## src/rtl/input_module.sv

```systemverilog
// Front-panel key handler: per-key synchronizer and debounce, mode/field selection,
// and one-cycle inc/dec strobes with hold-to-repeat for the selected field.
//
//   state   | meaning
//   M_CLOCK | clock view/set, 3 editable fields (sec/min/hour)
//   M_DATE  | date view/set, 5 editable fields
//   M_DDAY  | D-day display only, no editable fields
//   M_DSET  | D-day set, 5 editable fields, set_dday asserted

module input_module #(
  parameter int DEBOUNCE_CYCLES = 50000,
  parameter int HOLD_CYCLES     = 25000000,
  parameter int REPEAT_CYCLES   = 5000000
) (
  input  logic        clk,
  input  logic        rst,
  input  logic        key_mode,
  input  logic        key_field,
  input  logic        key_up,
  input  logic        key_down,
  output logic [2:0]  mode,
  output logic [12:0] select,
  output logic        set_dday,
  output logic        inc_pulse,
  output logic        dec_pulse
);

  typedef enum logic [1:0] {
    M_CLOCK = 2'd0,
    M_DATE  = 2'd1,
    M_DDAY  = 2'd2,
    M_DSET  = 2'd3
  } mode_t;

  localparam int DB_W   = $clog2(DEBOUNCE_CYCLES + 1);
  localparam int RP_MAX = (HOLD_CYCLES > REPEAT_CYCLES) ? HOLD_CYCLES : REPEAT_CYCLES;
  localparam int RP_W   = $clog2(RP_MAX + 1);
  localparam logic [DB_W-1:0] DB_TC  = DB_W'(DEBOUNCE_CYCLES);
  localparam logic [RP_W-1:0] HOLD_LD = RP_W'(HOLD_CYCLES - 1);
  localparam logic [RP_W-1:0] REP_LD  = RP_W'(REPEAT_CYCLES - 1);

  // Key order in all 4-bit vectors: 0 mode, 1 field, 2 up, 3 down.
  logic [3:0]      key_raw;
  logic [3:0]      sync1, sync2, key_acc, key_evt;
  logic [DB_W-1:0] db_cnt [4];

  assign key_raw = {key_down, key_up, key_field, key_mode};

  always_ff @(posedge clk) begin
    if (rst) begin
      sync1 <= '1;
      sync2 <= '1;
    end else begin
      sync1 <= key_raw;
      sync2 <= sync1;
    end
  end

  // Accepted level flips once the counter has seen DEBOUNCE_CYCLES differing samples.
  always_ff @(posedge clk) begin
    if (rst) begin
      for (int i = 0; i < 4; i++) db_cnt[i] <= '0;
      key_acc <= '1;
      key_evt <= '0;
    end else begin
      for (int i = 0; i < 4; i++) begin
        key_evt[i] <= 1'b0;
        if (sync2[i] == key_acc[i]) begin
          db_cnt[i] <= '0;
        end else if (db_cnt[i] == DB_TC) begin
          db_cnt[i]  <= '0;
          key_acc[i] <= sync2[i];
          key_evt[i] <= ~sync2[i];
        end else begin
          db_cnt[i] <= db_cnt[i] + 1'b1;
        end
      end
    end
  end

  logic mode_evt, field_evt, up_evt, dn_evt;
  assign mode_evt  = key_evt[0];
  assign field_evt = key_evt[1];
  assign up_evt    = key_evt[2];
  assign dn_evt    = key_evt[3];

  mode_t           mode_q, mode_nxt;
  logic [2:0]      fld, fld_nxt, n_fld;
  logic            rep_on, rep_dn;
  logic [RP_W-1:0] rep_cnt;
  logic            pulse_busy, single_press, press_ok, up_held, dn_held, holding;

  always_comb begin
    case (mode_q)
      M_CLOCK: n_fld = 3'd3;
      M_DDAY:  n_fld = 3'd0;
      default: n_fld = 3'd5;
    endcase
  end

  always_comb begin
    mode_nxt = mode_q;
    fld_nxt  = fld;
    if (mode_evt) begin
      mode_nxt = mode_t'(mode_q + 2'd1);
      fld_nxt  = 3'd0;
    end else if (field_evt && (n_fld != 3'd0)) begin
      fld_nxt = (fld == n_fld) ? 3'd0 : fld + 3'd1;
    end
  end

  function automatic logic [12:0] decode_sel(input mode_t m, input logic [2:0] f);
    logic [3:0] idx;
    idx        = 4'(f);
    decode_sel = '0;
    if (f != 3'd0) begin
      case (m)
        M_CLOCK: decode_sel = 13'd1 << (idx - 4'd1);
        M_DATE:  decode_sel = 13'd1 << (idx + 4'd2);
        M_DSET:  decode_sel = 13'd1 << (idx + 4'd7);
        default: decode_sel = '0;
      endcase
    end
  endfunction

  // pulse_busy keeps strobes from ever being high on back-to-back cycles.
  assign pulse_busy   = inc_pulse | dec_pulse;
  assign single_press = up_evt ^ dn_evt;
  assign press_ok     = single_press && !mode_evt && (fld != 3'd0);
  assign up_held      = !key_acc[2] && key_acc[3];
  assign dn_held      = !key_acc[3] && key_acc[2];
  assign holding      = rep_on && (rep_dn ? dn_held : up_held) &&
                        !mode_evt && !field_evt && (fld != 3'd0);

  always_ff @(posedge clk) begin
    if (rst) begin
      mode_q    <= M_CLOCK;
      fld       <= 3'd0;
      select    <= '0;
      set_dday  <= 1'b0;
      inc_pulse <= 1'b0;
      dec_pulse <= 1'b0;
      rep_on    <= 1'b0;
      rep_dn    <= 1'b0;
      rep_cnt   <= '0;
    end else begin
      mode_q    <= mode_nxt;
      fld       <= fld_nxt;
      select    <= decode_sel(mode_nxt, fld_nxt);
      set_dday  <= (mode_nxt == M_DSET);
      inc_pulse <= 1'b0;
      dec_pulse <= 1'b0;
      if (press_ok) begin
        inc_pulse <= up_evt && !pulse_busy;
        dec_pulse <= dn_evt && !pulse_busy;
        rep_on    <= !field_evt && (up_evt ? up_held : dn_held);
        rep_dn    <= dn_evt;
        rep_cnt   <= HOLD_LD;
      end else if (holding) begin
        if (rep_cnt == '0) begin
          rep_cnt   <= REP_LD;
          inc_pulse <= !rep_dn && !pulse_busy;
          dec_pulse <= rep_dn && !pulse_busy;
        end else begin
          rep_cnt <= rep_cnt - 1'b1;
        end
      end else begin
        rep_on  <= 1'b0;
        rep_cnt <= '0;
      end
    end
  end

  assign mode = {1'b0, mode_q};

endmodule

```

## config.mk

```make
export PLATFORM = sky130hd
export DESIGN_NAME = input_module
export DESIGN_NICKNAME = d
export VERILOG_FILES = /design/src/rtl/input_module.sv
export SDC_FILE = /design/constraint.sdc
export NUM_CORES = 1
export LEC_CHECK = 0
export BUFFER_PORTS_ARGS = -buffer_cell sky130_fd_sc_hd__buf_2
export CORE_ASPECT_RATIO = 1.2
export CORE_MARGIN = 2
export CORE_UTILIZATION = 30
export CTS_CLUSTER_SIZE = 30
export DETAILED_ROUTE_END_ITERATION = 12
export GPL_ROUTABILITY_DRIVEN = 0
export HOLD_SLACK_MARGIN = 0.12
export PLACE_DENSITY = 0.41
export SYNTH_ARGS = -nofsm -noshare
export SYNTH_HDL_FRONTEND = slang
export SYNTH_SLANG_ARGS = --single-unit
```

## constraint.sdc

```tcl
create_clock -name clk -period 9.2 [get_ports clk]
set_input_delay 2.76 -clock clk [delete_from_list [all_inputs] [get_ports clk]]
set_output_delay 2.76 -clock clk [all_outputs]
set_load 0.05 [all_outputs]
```

==> results of run 1 <==
-- metal layers --
layer  part of all wire  vias to the layer above
met5                  0                        -
met1               0.47                     2220
met2               0.49                       43
li1                   -                     2414
met4              0.017                        0
met3              0.023                       15
-- metrics by stage --
| stage | utilization | instance area [µm²] | power, mW | std cells |
|---|---|---|---|---|
| after floorplan | - | 6740 | 0.663 | 715 |
| after global placement | 0.330 | 7100 | 0.671 | 994 |
| after detailed placement | 0.330 | 7100 | 0.672 | 994 |
| after CTS | 0.359 | 7700 | 1.37 | 1026 |
| after global routing | 0.359 | 7700 | 1.41 | 1026 |
| final | 0.359 | 7700 | 1.35 | 1026 |
-- Yosys cell counts (6+ instances only) --
library cell / count
sky130_fd_sc_hd__inv_1: 30
sky130_fd_sc_hd__nand4_1: 15
sky130_fd_sc_hd__a21oi_1: 17
sky130_fd_sc_hd__and4_1: 6
sky130_fd_sc_hd__nor3_1: 39
sky130_fd_sc_hd__clkbuf_1: 10
sky130_fd_sc_hd__nand3_1: 25
sky130_fd_sc_hd__xor2_1: 38
sky130_fd_sc_hd__nor4_1: 15
sky130_fd_sc_hd__edfxtp_1: 64
sky130_fd_sc_hd__xnor2_1: 49
sky130_fd_sc_hd__dfxtp_1: 64
sky130_fd_sc_hd__or2_2: 11
sky130_fd_sc_hd__and3_1: 9
sky130_fd_sc_hd__nand2b_1: 8
sky130_fd_sc_hd__ha_1: 20
sky130_fd_sc_hd__or3_1: 8
sky130_fd_sc_hd__nand2_1: 37
sky130_fd_sc_hd__nor2_1: 97
sky130_fd_sc_hd__o21ai_0: 8
-- logic make-up after synthesis --
logic type | synth area share
AO/OA/AOI/OAI | 0.0635
adder cells (fa/ha/maj) | 0.0385
buffers and inverters | 0.0341
AND/OR/NAND/NOR | 0.247
other | 0.00115
multiplexers | 0.00635
XOR/XNOR | 0.117
flip-flops | 0.493
-- worst max path at each step --
stage,from,end,depth (start not counted)
after global placement,rst,db_cnt[2][12],5
final,mode_q[0],mode[0],1
after CTS,mode_q[0],mode[0],1
after detailed placement,rst,select[5],6
after floorplan,rst,db_cnt[0][10],5
after global routing,mode_q[0],mode[0],1
-- sequential cells by signal (all words and copies together), names as in the netlist --
signal     count
rep_dn         1
sync2          4
inc_pulse      1
rep_on         1
db_cnt        64
key_acc        4
key_evt        4
set_dday       1
fld            3
rep_cnt       25
select        13
mode_q         2
sync1          4
dec_pulse      1
-- report_power, final --
part / switching (mW) / internal [mW]
Clock: 0.257 / 0.433
Combinational: 0.0197 / 0.0130
Sequential: 0.0145 / 0.613
-- final cells by class --
class | count | area [µm²]
Clock buffer | 19 | 443
Clock inverter | 13 | 164
Fill cell | 2211 | 13800
Inverter | 30 | 113
Multi-Input combinational cell | 538 | 3310
Sequential cell | 128 | 3200
Tap cell | 274 | 343
Timing Repair Buffer | 24 | 123
==> impl_metrics.prom, run 1 <==
# TYPE chip_impl_metric gauge
chip_impl_metric{name="logic_depth_of_the_worst_register_to_register_path",unit=""} 10
chip_impl_metric{name="power-per-cell-area",unit="nW/µm²"} 175
chip_impl_info{name="kind_of_launch_point_of_the_worst_setup_path",value="register"} 1
chip_impl_metric{name="port-buffer-count",unit=""} 23
chip_impl_metric{name="ctsLongestPathBuffers",unit=""} 2
chip_impl_metric{name="flow.area_growth_from_synthesis",unit="%"} 18.5
chip_impl_metric{name="postCtsResizedCells",unit=""} 0
chip_impl_metric{name="cpPeakStageDelay",unit="ns"} 0.50
chip_impl_metric{name="count_of_endpoints_failing_hold_in_the_final_timing_report",unit=""} 0
chip_impl_metric{name="routedWlPerCell",unit="µm"} 12.5
chip_impl_metric{name="initialDrtViolationCount",unit=""} 175
chip_impl_info{name="timing.hold.worst.start",value="sync1[1]"} 1
chip_impl_info{name="clock_tree.root_cell",value="sky130_fd_sc_hd__clkbuf_16"} 1
chip_impl_metric{name="share_of_the_cycle_needed_by_the_critical_path_after_routing",unit=""} 0.437
chip_impl_metric{name="p_leak",unit="nW"} 2.93
chip_impl_metric{name="cap_viol_max_count",unit=""} 0
chip_impl_metric{name="design.core.area",unit="µm²"} 21500
chip_impl_metric{name="global_route.usage.met2",unit=""} 0.211
chip_impl_metric{name="count_of_synthesis_stage_warnings_from_yosys",unit=""} 0
chip_impl_metric{name="worst_slew_pin_slew",unit="ns"} 0.888
chip_impl_info{name="reg2reg_to",value="select[5]"} 1
chip_impl_info{name="most-common-layout-cells",value="sky130_fd_sc_hd__nor2_1, sky130_fd_sc_hd__conb_1, sky130_fd_sc_hd__edfxtp_1, sky130_fd_sc_hd__dfxtp_1, sky130_fd_sc_hd__xnor2_1"} 1
chip_impl_metric{name="antennaDiodeCount",unit=""} 0
chip_impl_metric{name="critical_path.max_fanout",unit=""} 10
chip_impl_metric{name="grt_pass1_wl",unit="µm"} 22300
chip_impl_metric{name="hold_depth",unit=""} 1
chip_impl_metric{name="first_global_vias",unit=""} 4747
chip_impl_metric{name="dpl_worst_slack",unit="ns"} 4.92
chip_impl_info{name="crit_path_leading_delay_family",value="flip-flops"} 1
chip_impl_info{name="synth_largest_area_cell",value="sky130_fd_sc_hd__edfxtp_1"} 1
chip_impl_metric{name="cts.htree.levels",unit=""} 4
chip_impl_metric{name="number_of_standard_cells_after_synthesis",unit=""} 652
chip_impl_metric{name="grt.overflow.total",unit=""} 0
chip_impl_metric{name="synth.avg_cell_area",unit="µm²"} 9.97
chip_impl_metric{name="ant_nets",unit=""} 0
chip_impl_metric{name="final.setup.tns",unit="ns"} 0
chip_impl_metric{name="std_cell_rows",unit=""} 59
chip_impl_info{name="holdPathEnd",value="sync2[1]"} 1
chip_impl_info{name="ys_top_cells_by_area",value="sky130_fd_sc_hd__edfxtp_1, sky130_fd_sc_hd__dfxtp_1, sky130_fd_sc_hd__xnor2_1"} 1
chip_impl_metric{name="max_freq",unit="MHz"} 249
chip_impl_metric{name="io-pin-count",unit=""} 25
chip_impl_metric{name="reg2reg_setup_slack",unit="ns"} 5.56
chip_impl_metric{name="clock_insertion_delay_worst_skew",unit="ns"} 0.42
chip_impl_metric{name="synth-edff-count",unit=""} 64
chip_impl_info{name="criticalPathCategory",value="register to output port"} 1
chip_impl_metric{name="detailed_place_hpwl",unit="µm"} 9020
chip_impl_metric{name="via_per_inst",unit=""} 4.57
chip_impl_metric{name="timing.hold.ws",unit="ns"} 0.407
chip_impl_info{name="worstPathCellList",value="buf_2"} 1
chip_impl_info{name="busiest_layer",value="met2"} 1
chip_impl_metric{name="cts.sink_count",unit=""} 128
chip_impl_metric{name="worst_clock_skew",unit="ns"} 0.00831
chip_impl_info{name="status",value="finished, final reports clean"} 1
chip_impl_metric{name="chipHeight",unit="µm"} 165
chip_impl_metric{name="postSynthRegisterBits",unit=""} 128
chip_impl_metric{name="largest_net_degree_at_the_start_of_global_routing",unit=""} 48
chip_impl_metric{name="antenna_found_initial",unit=""} 0
chip_impl_metric{name="report.final.slew_viol_count",unit=""} 0
chip_impl_metric{name="critical_path_arrival",unit="ns"} 1.26
chip_impl_metric{name="synth_seq_area_share",unit=""} 0.493
chip_impl_metric{name="layout_min_cycle_time",unit="ns"} 4.02
chip_impl_info{name="rr_startpoint",value="mode_q[0]"} 1
chip_impl_metric{name="ys_async_sr_fraction",unit=""} 0
chip_impl_info{name="layout.cells.most_common",value="sky130_fd_sc_hd__nor2_1"} 1
chip_impl_metric{name="layout-drive-gt1-share",unit=""} 0.105
chip_impl_info{name="crit_path_top_delay_cell",value="sky130_fd_sc_hd__dfxtp_1"} 1
chip_impl_metric{name="initial_utilization",unit=""} 0.303
chip_impl_metric{name="worst_slew_margin_rel",unit=""} 0.407
chip_impl_info{name="synth-main-ff-cell",value="sky130_fd_sc_hd__edfxtp_1"} 1
chip_impl_metric{name="peakVddDrop",unit="mV"} 0.119
chip_impl_metric{name="ys_types",unit=""} 66
chip_impl_metric{name="area_of_the_die",unit="µm²"} 22900
chip_impl_metric{name="route.vias.total",unit=""} 4692
chip_impl_metric{name="post_cts_hold_buffer_count",unit=""} 0
chip_impl_metric{name="finalSetupViolCount",unit=""} 0
chip_impl_metric{name="synth_largest_type_area_fraction",unit=""} 0.296
chip_impl_metric{name="post-route-drc-count",unit=""} 0
chip_impl_metric{name="cp_num_buf_inv",unit=""} 1
chip_impl_metric{name="first_pass_iters",unit=""} 6
chip_impl_metric{name="postLayoutSetupSlackWorst",unit="ns"} 5.18
chip_impl_info{name="critical_path_endpoint_category",value="output port"} 1
chip_impl_metric{name="grt_util_all_layers",unit=""} 0.120
chip_impl_info{name="tritoncts_clock_tree",value="yes"} 1
chip_impl_metric{name="post_cts_buffers",unit=""} 0
chip_impl_metric{name="die_w",unit="µm"} 138
chip_impl_metric{name="totalWireLength",unit="µm"} 12800
chip_impl_metric{name="global_route.usage.met3",unit=""} 0.0309
chip_impl_info{name="rsz_0062_raised_after_global_routing",value="false"} 1
chip_impl_metric{name="numCtsBuffers",unit=""} 17
chip_impl_metric{name="fin_nets",unit=""} 765
chip_impl_metric{name="cp_data_required_time",unit="ns"} 6.44
chip_impl_metric{name="grtUsageMet1",unit=""} 0.141
chip_impl_info{name="min-delay-path-class",value="register to register"} 1
chip_impl_metric{name="netlist_area",unit="µm²"} 6500
chip_impl_metric{name="clkSlewWorstSetupHoldPaths",unit="ns"} 0.06
Note: power is estimated with default switching activity, not from simulation.
==> run 2, diff against run 1 <==
--- a/config.mk
+++ b/config.mk
@@ -13,7 +13,7 @@
 export DETAILED_ROUTE_END_ITERATION = 12
 export GPL_ROUTABILITY_DRIVEN = 0
 export HOLD_SLACK_MARGIN = 0.12
-export PLACE_DENSITY = 0.41
+export PLACE_DENSITY = 0.42
 export SYNTH_ARGS = -nofsm -noshare
 export SYNTH_HDL_FRONTEND = slang
 export SYNTH_SLANG_ARGS = --single-unit
==> constraint.sdc (replaced) <==
create_clock -name clk -period 3.5 [get_ports clk]
set_input_delay 1.05 -clock clk [delete_from_list [all_inputs] [get_ports clk]]
set_output_delay 1.05 -clock clk [all_outputs]
set_load 0.05 [all_outputs]
==> impl_metrics.prom, run 2 (synthesized netlist as in run 1, its figures left out) <==
# TYPE chip_impl_metric gauge
chip_impl_metric{name="layoutNonFillerInstCount",unit=""} 1029
chip_impl_metric{name="finalSetupViolCount",unit=""} 0
chip_impl_metric{name="report.final.slew_viol_count",unit=""} 0
chip_impl_metric{name="port-buffer-count",unit=""} 23
chip_impl_metric{name="layout_min_cycle_time",unit="ns"} 3.25
chip_impl_info{name="rsz_0062_raised_after_global_routing",value="false"} 1
chip_impl_metric{name="postLayoutSetupSlackWorst",unit="ns"} 0.252
chip_impl_metric{name="grt_pass1_wl",unit="µm"} 21800
chip_impl_info{name="layout.cells.most_common",value="sky130_fd_sc_hd__nor2_1"} 1
chip_impl_metric{name="logic_depth_of_the_worst_register_to_register_path",unit=""} 11
chip_impl_metric{name="p_leak",unit="nW"} 2.97
chip_impl_metric{name="max_freq",unit="MHz"} 308
chip_impl_metric{name="grt_util_all_layers",unit=""} 0.117
chip_impl_metric{name="cp_data_required_time",unit="ns"} 3.83
chip_impl_metric{name="post-route-drc-count",unit=""} 0
chip_impl_metric{name="worst_slew_margin_rel",unit=""} 0.466
chip_impl_metric{name="design.core.area",unit="µm²"} 21500
chip_impl_info{name="timing.hold.worst.start",value="sync1[1]"} 1
chip_impl_metric{name="area_of_the_die",unit="µm²"} 22900
chip_impl_metric{name="count_of_endpoints_failing_hold_in_the_final_timing_report",unit=""} 0
chip_impl_info{name="most-common-layout-cells",value="sky130_fd_sc_hd__nor2_1, sky130_fd_sc_hd__conb_1, sky130_fd_sc_hd__edfxtp_1"} 1
chip_impl_metric{name="chipHeight",unit="µm"} 165
chip_impl_metric{name="numPlacedInstances",unit=""} 997
chip_impl_metric{name="ctsLongestPathBuffers",unit=""} 2
chip_impl_metric{name="initialDrtViolationCount",unit=""} 243
chip_impl_metric{name="flow.area_growth_from_synthesis",unit="%"} 19.0
chip_impl_metric{name="antenna_found_initial",unit=""} 0
chip_impl_info{name="critical_path_endpoint_category",value="register"} 1
chip_impl_metric{name="std_cell_rows",unit=""} 59
chip_impl_metric{name="postCtsResizedCells",unit=""} 0
chip_impl_metric{name="number_of_flip_flops_under_the_largest_register_name",unit=""} 64
chip_impl_metric{name="postLayoutCellArea",unit="µm²"} 7730
chip_impl_info{name="criticalPathCategory",value="register to register"} 1
chip_impl_metric{name="worst_clock_skew",unit="ns"} 0.00966
chip_impl_metric{name="fin_nets",unit=""} 768
chip_impl_info{name="timing.critical_path.from",value="mode_q[0]"} 1
chip_impl_info{name="status",value="finished, final reports clean"} 1
chip_impl_metric{name="ant_nets",unit=""} 0
chip_impl_metric{name="peakVddDrop",unit="mV"} 0.308
chip_impl_metric{name="final.setup.tns",unit="ns"} 0
chip_impl_metric{name="clock_insertion_delay_worst_skew",unit="ns"} 0.41
chip_impl_metric{name="clkSlewWorstSetupHoldPaths",unit="ns"} 0.06
chip_impl_metric{name="worst_slew_pin_slew",unit="ns"} 0.793
chip_impl_metric{name="route.vias.total",unit=""} 4720
chip_impl_metric{name="cts.sink_count",unit=""} 128
chip_impl_metric{name="via_per_inst",unit=""} 4.59
chip_impl_metric{name="initial_utilization",unit=""} 0.303
chip_impl_metric{name="timing.hold.ws",unit="ns"} 0.408
chip_impl_info{name="worst_setup_path_endpoint",value="select[11]"} 1
chip_impl_metric{name="reg2reg_setup_slack",unit="ns"} 0.25
chip_impl_metric{name="critical_path.max_fanout",unit=""} 10
chip_impl_metric{name="io-pin-count",unit=""} 25
chip_impl_metric{name="share_of_the_cycle_needed_by_the_critical_path_after_routing",unit=""} 0.928
chip_impl_metric{name="critical_path_arrival",unit="ns"} 3.58
chip_impl_metric{name="placement.cell_area",unit="µm²"} 7120
chip_impl_metric{name="dpl_worst_slack",unit="ns"} 0.213
chip_impl_metric{name="totalWireLength",unit="µm"} 12700
chip_impl_info{name="reg2reg_to",value="select[11]"} 1
chip_impl_info{name="min-delay-path-class",value="register to register"} 1
chip_impl_metric{name="filler_cell_count",unit=""} 2163
chip_impl_info{name="kind_of_launch_point_of_the_worst_setup_path",value="register"} 1
chip_impl_metric{name="detailed_place_hpwl",unit="µm"} 9150
chip_impl_metric{name="first_global_vias",unit=""} 4642
chip_impl_info{name="clock_tree.root_cell",value="sky130_fd_sc_hd__clkbuf_16"} 1
chip_impl_info{name="rr_startpoint",value="mode_q[0]"} 1
chip_impl_metric{name="cts.htree.levels",unit=""} 4
chip_impl_metric{name="first_pass_iters",unit=""} 4
chip_impl_metric{name="layout-drive-gt1-share",unit=""} 0.111
chip_impl_info{name="reg.largest.list",value="db_cnt x64, rep_cnt x25, select x13"} 1
chip_impl_metric{name="post_cts_hold_buffer_count",unit=""} 0
chip_impl_metric{name="largest_net_degree_at_the_start_of_global_routing",unit=""} 26
chip_impl_metric{name="post_cts_buffers",unit=""} 0
chip_impl_metric{name="die_w",unit="µm"} 138
chip_impl_metric{name="routedWlPerCell",unit="µm"} 12.4
chip_impl_metric{name="antennaDiodeCount",unit=""} 0
chip_impl_info{name="tritoncts_clock_tree",value="yes"} 1
chip_impl_metric{name="numCtsBuffers",unit=""} 17
chip_impl_metric{name="grt.overflow.total",unit=""} 0
chip_impl_metric{name="hold_depth",unit=""} 1
chip_impl_info{name="registers.top_by_ff_count",value="db_cnt"} 1
chip_impl_metric{name="power-per-cell-area",unit="nW/µm²"} 455
chip_impl_metric{name="cap_viol_max_count",unit=""} 0
-- run 2: worst min-delay path by stage --
stage	endpoint	slack, ns
after floorplan	sync2[0]	0.39
after global placement	sync2[2]	0.40
after detailed placement	sync2[1]	0.39
after CTS	sync2[1]	0.41
after global routing	sync2[1]	0.42
final	sync2[1]	0.41
-- run 2: per-stage QoR --
stage | power [mW] | utilization
2_1_floorplan | 1.74 | -
4_1_cts | 3.58 | 0.360
6_report | 3.52 | 0.360
3_3_place_gp | 1.76 | 0.331
3_5_place_dp | 1.77 | 0.331
5_1_grt | 3.66 | 0.360
-- run 2: area by class of cell --
class / instances / area [µm²] / share of cell area
multi-input combinational: 538 / 3310 / 0.429
sequential: 128 / 3200 / 0.414
clock buffer: 23 / 553 / 0.0715
tap: 274 / 343 / 0.0443
timing repair buffer: 27 / 145 / 0.0188
inverter: 30 / 113 / 0.0146
clock inverter: 9 / 62.6 / 0.00809
-- run 2: critical path: stages, from the launching register on --
cell                       delay [ns]
sky130_fd_sc_hd__dfxtp_2         0.41
sky130_fd_sc_hd__inv_1           0.10
sky130_fd_sc_hd__ha_1            0.21
sky130_fd_sc_hd__or3b_2          0.47
sky130_fd_sc_hd__a211oi_4        0.38
sky130_fd_sc_hd__or3_1           0.25
sky130_fd_sc_hd__ha_1            0.27
sky130_fd_sc_hd__nor3b_1         0.15
sky130_fd_sc_hd__a21o_1          0.18
sky130_fd_sc_hd__a221oi_1        0.36
sky130_fd_sc_hd__nand2_1         0.17
sky130_fd_sc_hd__nor3_1          0.21
-- run 2: layer usage --
layer,track usage,vias up,share of wire
met5,0,-,0
met2,0.203,50,0.50
met1,0.139,2230,0.46
met3,0.0291,14,0.024
met4,0.0482,0,0.016
li1,-,2426,-
-- run 2: report_power, final --
| group | internal [mW] | switching [mW] | total, mW |
|---|---|---|---|
| sequential | 1.61 | 0.0380 | 1.65 |
| combinational | 0.0342 | 0.0524 | 0.0866 |
| clock | 1.12 | 0.668 | 1.78 |
==> run 3, diff against run 2 <==
==> constraint.sdc (replaced) <==
create_clock -name clk -period 3.5 [get_ports clk]
set_input_delay 0.525 -clock clk [delete_from_list [all_inputs] [get_ports clk]]
set_output_delay 0.525 -clock clk [all_outputs]
set_load 0.05 [all_outputs]
==> impl_metrics.prom, run 3 (synthesized netlist as in run 1, its figures left out) <==
# TYPE chip_impl_metric gauge
chip_impl_metric{name="critical_path.max_fanout",unit=""} 10
chip_impl_metric{name="logic_depth_of_the_worst_register_to_register_path",unit=""} 12
chip_impl_metric{name="antenna_found_initial",unit=""} 0
chip_impl_metric{name="hold_depth",unit=""} 2
chip_impl_metric{name="worst_slew_margin_rel",unit=""} 0.490
chip_impl_info{name="clock_tree.root_cell",value="sky130_fd_sc_hd__clkbuf_16"} 1
chip_impl_info{name="most-common-layout-cells",value="sky130_fd_sc_hd__nor2_1, sky130_fd_sc_hd__conb_1, sky130_fd_sc_hd__edfxtp_1"} 1
chip_impl_info{name="reg2reg_to",value="select[10]"} 1
chip_impl_info{name="worstPathCellList",value="inv_1, ha_1, or3b_2, a211oi_4, or3_1, ha_1, ha_1, inv_1, a22o_1, a221oi_1, nand2_1, nor3_1"} 1
chip_impl_metric{name="layout_min_cycle_time",unit="ns"} 3.13
chip_impl_metric{name="layout-drive-gt1-share",unit=""} 0.111
chip_impl_metric{name="grt_pass1_wl",unit="µm"} 21800
chip_impl_metric{name="cpPeakStageDelay",unit="ns"} 0.47
chip_impl_metric{name="ant_nets",unit=""} 0
chip_impl_metric{name="ctsLongestPathBuffers",unit=""} 2
chip_impl_info{name="layout.cells.most_common",value="sky130_fd_sc_hd__nor2_1"} 1
chip_impl_metric{name="cts.htree.levels",unit=""} 4
chip_impl_metric{name="first_pass_iters",unit=""} 4
chip_impl_metric{name="post-route-drc-count",unit=""} 0
chip_impl_info{name="min-delay-path-class",value="primary input to register"} 1
chip_impl_metric{name="route.vias.total",unit=""} 4719
chip_impl_metric{name="post_cts_hold_buffer_count",unit=""} 0
chip_impl_metric{name="max_freq",unit="MHz"} 320
chip_impl_metric{name="worst_slew_pin_slew",unit="ns"} 0.759
chip_impl_info{name="criticalPathCategory",value="register to register"} 1
chip_impl_metric{name="p_leak",unit="nW"} 2.97
chip_impl_info{name="timing.hold.worst.start",value="key_up"} 1
chip_impl_info{name="rsz_0062_raised_after_global_routing",value="false"} 1
chip_impl_metric{name="worst_clock_skew",unit="ns"} 0.00658
chip_impl_info{name="crit_path_top_delay_cell",value="sky130_fd_sc_hd__or3b_2"} 1
chip_impl_metric{name="initialDrtViolationCount",unit=""} 216
chip_impl_metric{name="die_w",unit="µm"} 138
chip_impl_info{name="tritoncts_clock_tree",value="yes"} 1
chip_impl_metric{name="postLayoutCellArea",unit="µm²"} 7720
chip_impl_metric{name="clkSlewWorstSetupHoldPaths",unit="ns"} 0.06
chip_impl_metric{name="met2RoutedLength",unit="µm"} 6400
chip_impl_metric{name="finalSetupViolCount",unit=""} 0
chip_impl_metric{name="fin_nets",unit=""} 770
chip_impl_metric{name="area_of_the_die",unit="µm²"} 22900
chip_impl_metric{name="cap_viol_max_count",unit=""} 0
chip_impl_metric{name="flow.area_growth_from_synthesis",unit="%"} 18.7
chip_impl_metric{name="final.setup.tns",unit="ns"} 0
chip_impl_metric{name="first_global_vias",unit=""} 4691
chip_impl_metric{name="antennaDiodeCount",unit=""} 0
chip_impl_metric{name="wl_met3",unit="µm"} 255
chip_impl_metric{name="timing.hold.ws",unit="ns"} 0.303
chip_impl_info{name="top_signal_layer_used",value="met4"} 1
chip_impl_metric{name="largest_net_degree_at_the_start_of_global_routing",unit=""} 26
chip_impl_metric{name="initial_utilization",unit=""} 0.303
chip_impl_info{name="worst_path_most_repeated_cell",value="sky130_fd_sc_hd__ha_1"} 1
chip_impl_info{name="registers.top_by_ff_count",value="db_cnt"} 1
chip_impl_metric{name="dpl_worst_slack",unit="ns"} 0.254
chip_impl_metric{name="grt.overflow.total",unit=""} 0
chip_impl_metric{name="postLayoutSetupSlackWorst",unit="ns"} 0.372
chip_impl_info{name="status",value="finished, final reports clean"} 1
chip_impl_metric{name="io-pin-count",unit=""} 25
chip_impl_metric{name="report.final.slew_viol_count",unit=""} 0
chip_impl_info{name="critical_path_endpoint_category",value="register"} 1
chip_impl_metric{name="peakVddDrop",unit="mV"} 0.312
chip_impl_info{name="kind_of_launch_point_of_the_worst_setup_path",value="register"} 1
chip_impl_metric{name="critical_path_arrival",unit="ns"} 3.46
chip_impl_metric{name="routedWlPerCell",unit="µm"} 12.2
chip_impl_metric{name="detailed_place_hpwl",unit="µm"} 9000
chip_impl_metric{name="number_of_flip_flops_under_the_largest_register_name",unit=""} 64
chip_impl_metric{name="m1WireLength",unit="µm"} 5730
chip_impl_metric{name="power",unit="mW"} 3.46
chip_impl_metric{name="cp_data_required_time",unit="ns"} 3.83
chip_impl_metric{name="reg2reg_setup_slack",unit="ns"} 0.37
chip_impl_metric{name="totalWireLength",unit="µm"} 12500
chip_impl_metric{name="design.core.area",unit="µm²"} 21500
chip_impl_info{name="holdPathEnd",value="sync1[2]"} 1
chip_impl_metric{name="clock_insertion_delay_worst_skew",unit="ns"} 0.41
chip_impl_metric{name="power-per-cell-area",unit="nW/µm²"} 448
chip_impl_metric{name="std_cell_rows",unit=""} 59
chip_impl_metric{name="cts.sink_count",unit=""} 128
chip_impl_metric{name="numCtsBuffers",unit=""} 17
chip_impl_metric{name="count_of_endpoints_failing_hold_in_the_final_timing_report",unit=""} 0
chip_impl_metric{name="grt_util_all_layers",unit=""} 0.116
chip_impl_info{name="rr_startpoint",value="mode_q[0]"} 1
chip_impl_metric{name="port-buffer-count",unit=""} 23
chip_impl_metric{name="placement.cell_area",unit="µm²"} 7120
chip_impl_info{name="reg.largest.list",value="db_cnt x64, rep_cnt x25, select x13"} 1
chip_impl_metric{name="share_of_the_cycle_needed_by_the_critical_path_after_routing",unit=""} 0.894
chip_impl_metric{name="via_per_inst",unit=""} 4.58
chip_impl_metric{name="chipHeight",unit="µm"} 165
## run 3: cell count changes in the layout (fill, tap and decap cells not counted)
cell / previous run / this run
sky130_fd_sc_hd__clkbuf_1: 0 / 2
sky130_fd_sc_hd__clkinv_4: 3 / 0
sky130_fd_sc_hd__clkinv_2: 2 / 5
sky130_fd_sc_hd__bufinv_16: 0 / 1
sky130_fd_sc_hd__buf_4: 4 / 6
sky130_fd_sc_hd__clkbuf_16: 21 / 19
sky130_fd_sc_hd__inv_4: 3 / 2
## run 3: timing repair
item,4_1_cts,5_1_grt
setup endpoints to repair,0,6
gates resized for setup,0,0
buffers inserted,0,2
## run 3: critical path: cells and delay by family, from the launching register on
| kind | cells | cell delay, ns |
|---|---|---|
| fa+ha+maj | 3 | 0.53 |
| simple gates | 4 | 1.08 |
| buf+inv | 2 | 0.16 |
| compound gates | 3 | 0.86 |
| flops | 1 | 0.41 |
## run 3: layout make-up
cell class                 instances  area [µm²]
fill                            2174       13800
multi-input combinational        538        3310
sequential                       128        3200
clock buffer                      23         510
tap                              274         343
timing repair buffer              29         160
inverter                          30         113
clock inverter                     9        75.1
## run 3: how the worst max path moves through the flow
stage,startpoint,to,cells past startpoint
final,mode_q[0],select[10],12
after global routing,mode_q[1],select[1],11
after CTS,mode_q[0],select[9],11
after detailed placement,mode_q[0],select[9],11
after global placement,mode_q[0],select[2],11
after floorplan,mode_q[0],select[4],11
## run 3: where the power goes
part           switching, mW  internal [mW]
registers             0.0372           1.61
clock network          0.635           1.09
logic                 0.0516         0.0341
total                  0.724           2.74
## run 3: routing by layer
metal | global-route usage | up-vias
li1 | - | 2426
met1 | 0.133 | 2248
met2 | 0.210 | 35
met3 | 0.0283 | 10
met4 | 0.0450 | 0
met5 | 0 | -
## run 3: through the flow
| step | cells | utilization |
|---|---|---|
| floorplan | 715 | - |
| global placement | 997 | 0.331 |
| detailed placement | 997 | 0.331 |
| CTS | 1029 | 0.359 |
| global route | 1031 | 0.359 |
| finish | 1031 | 0.359 |
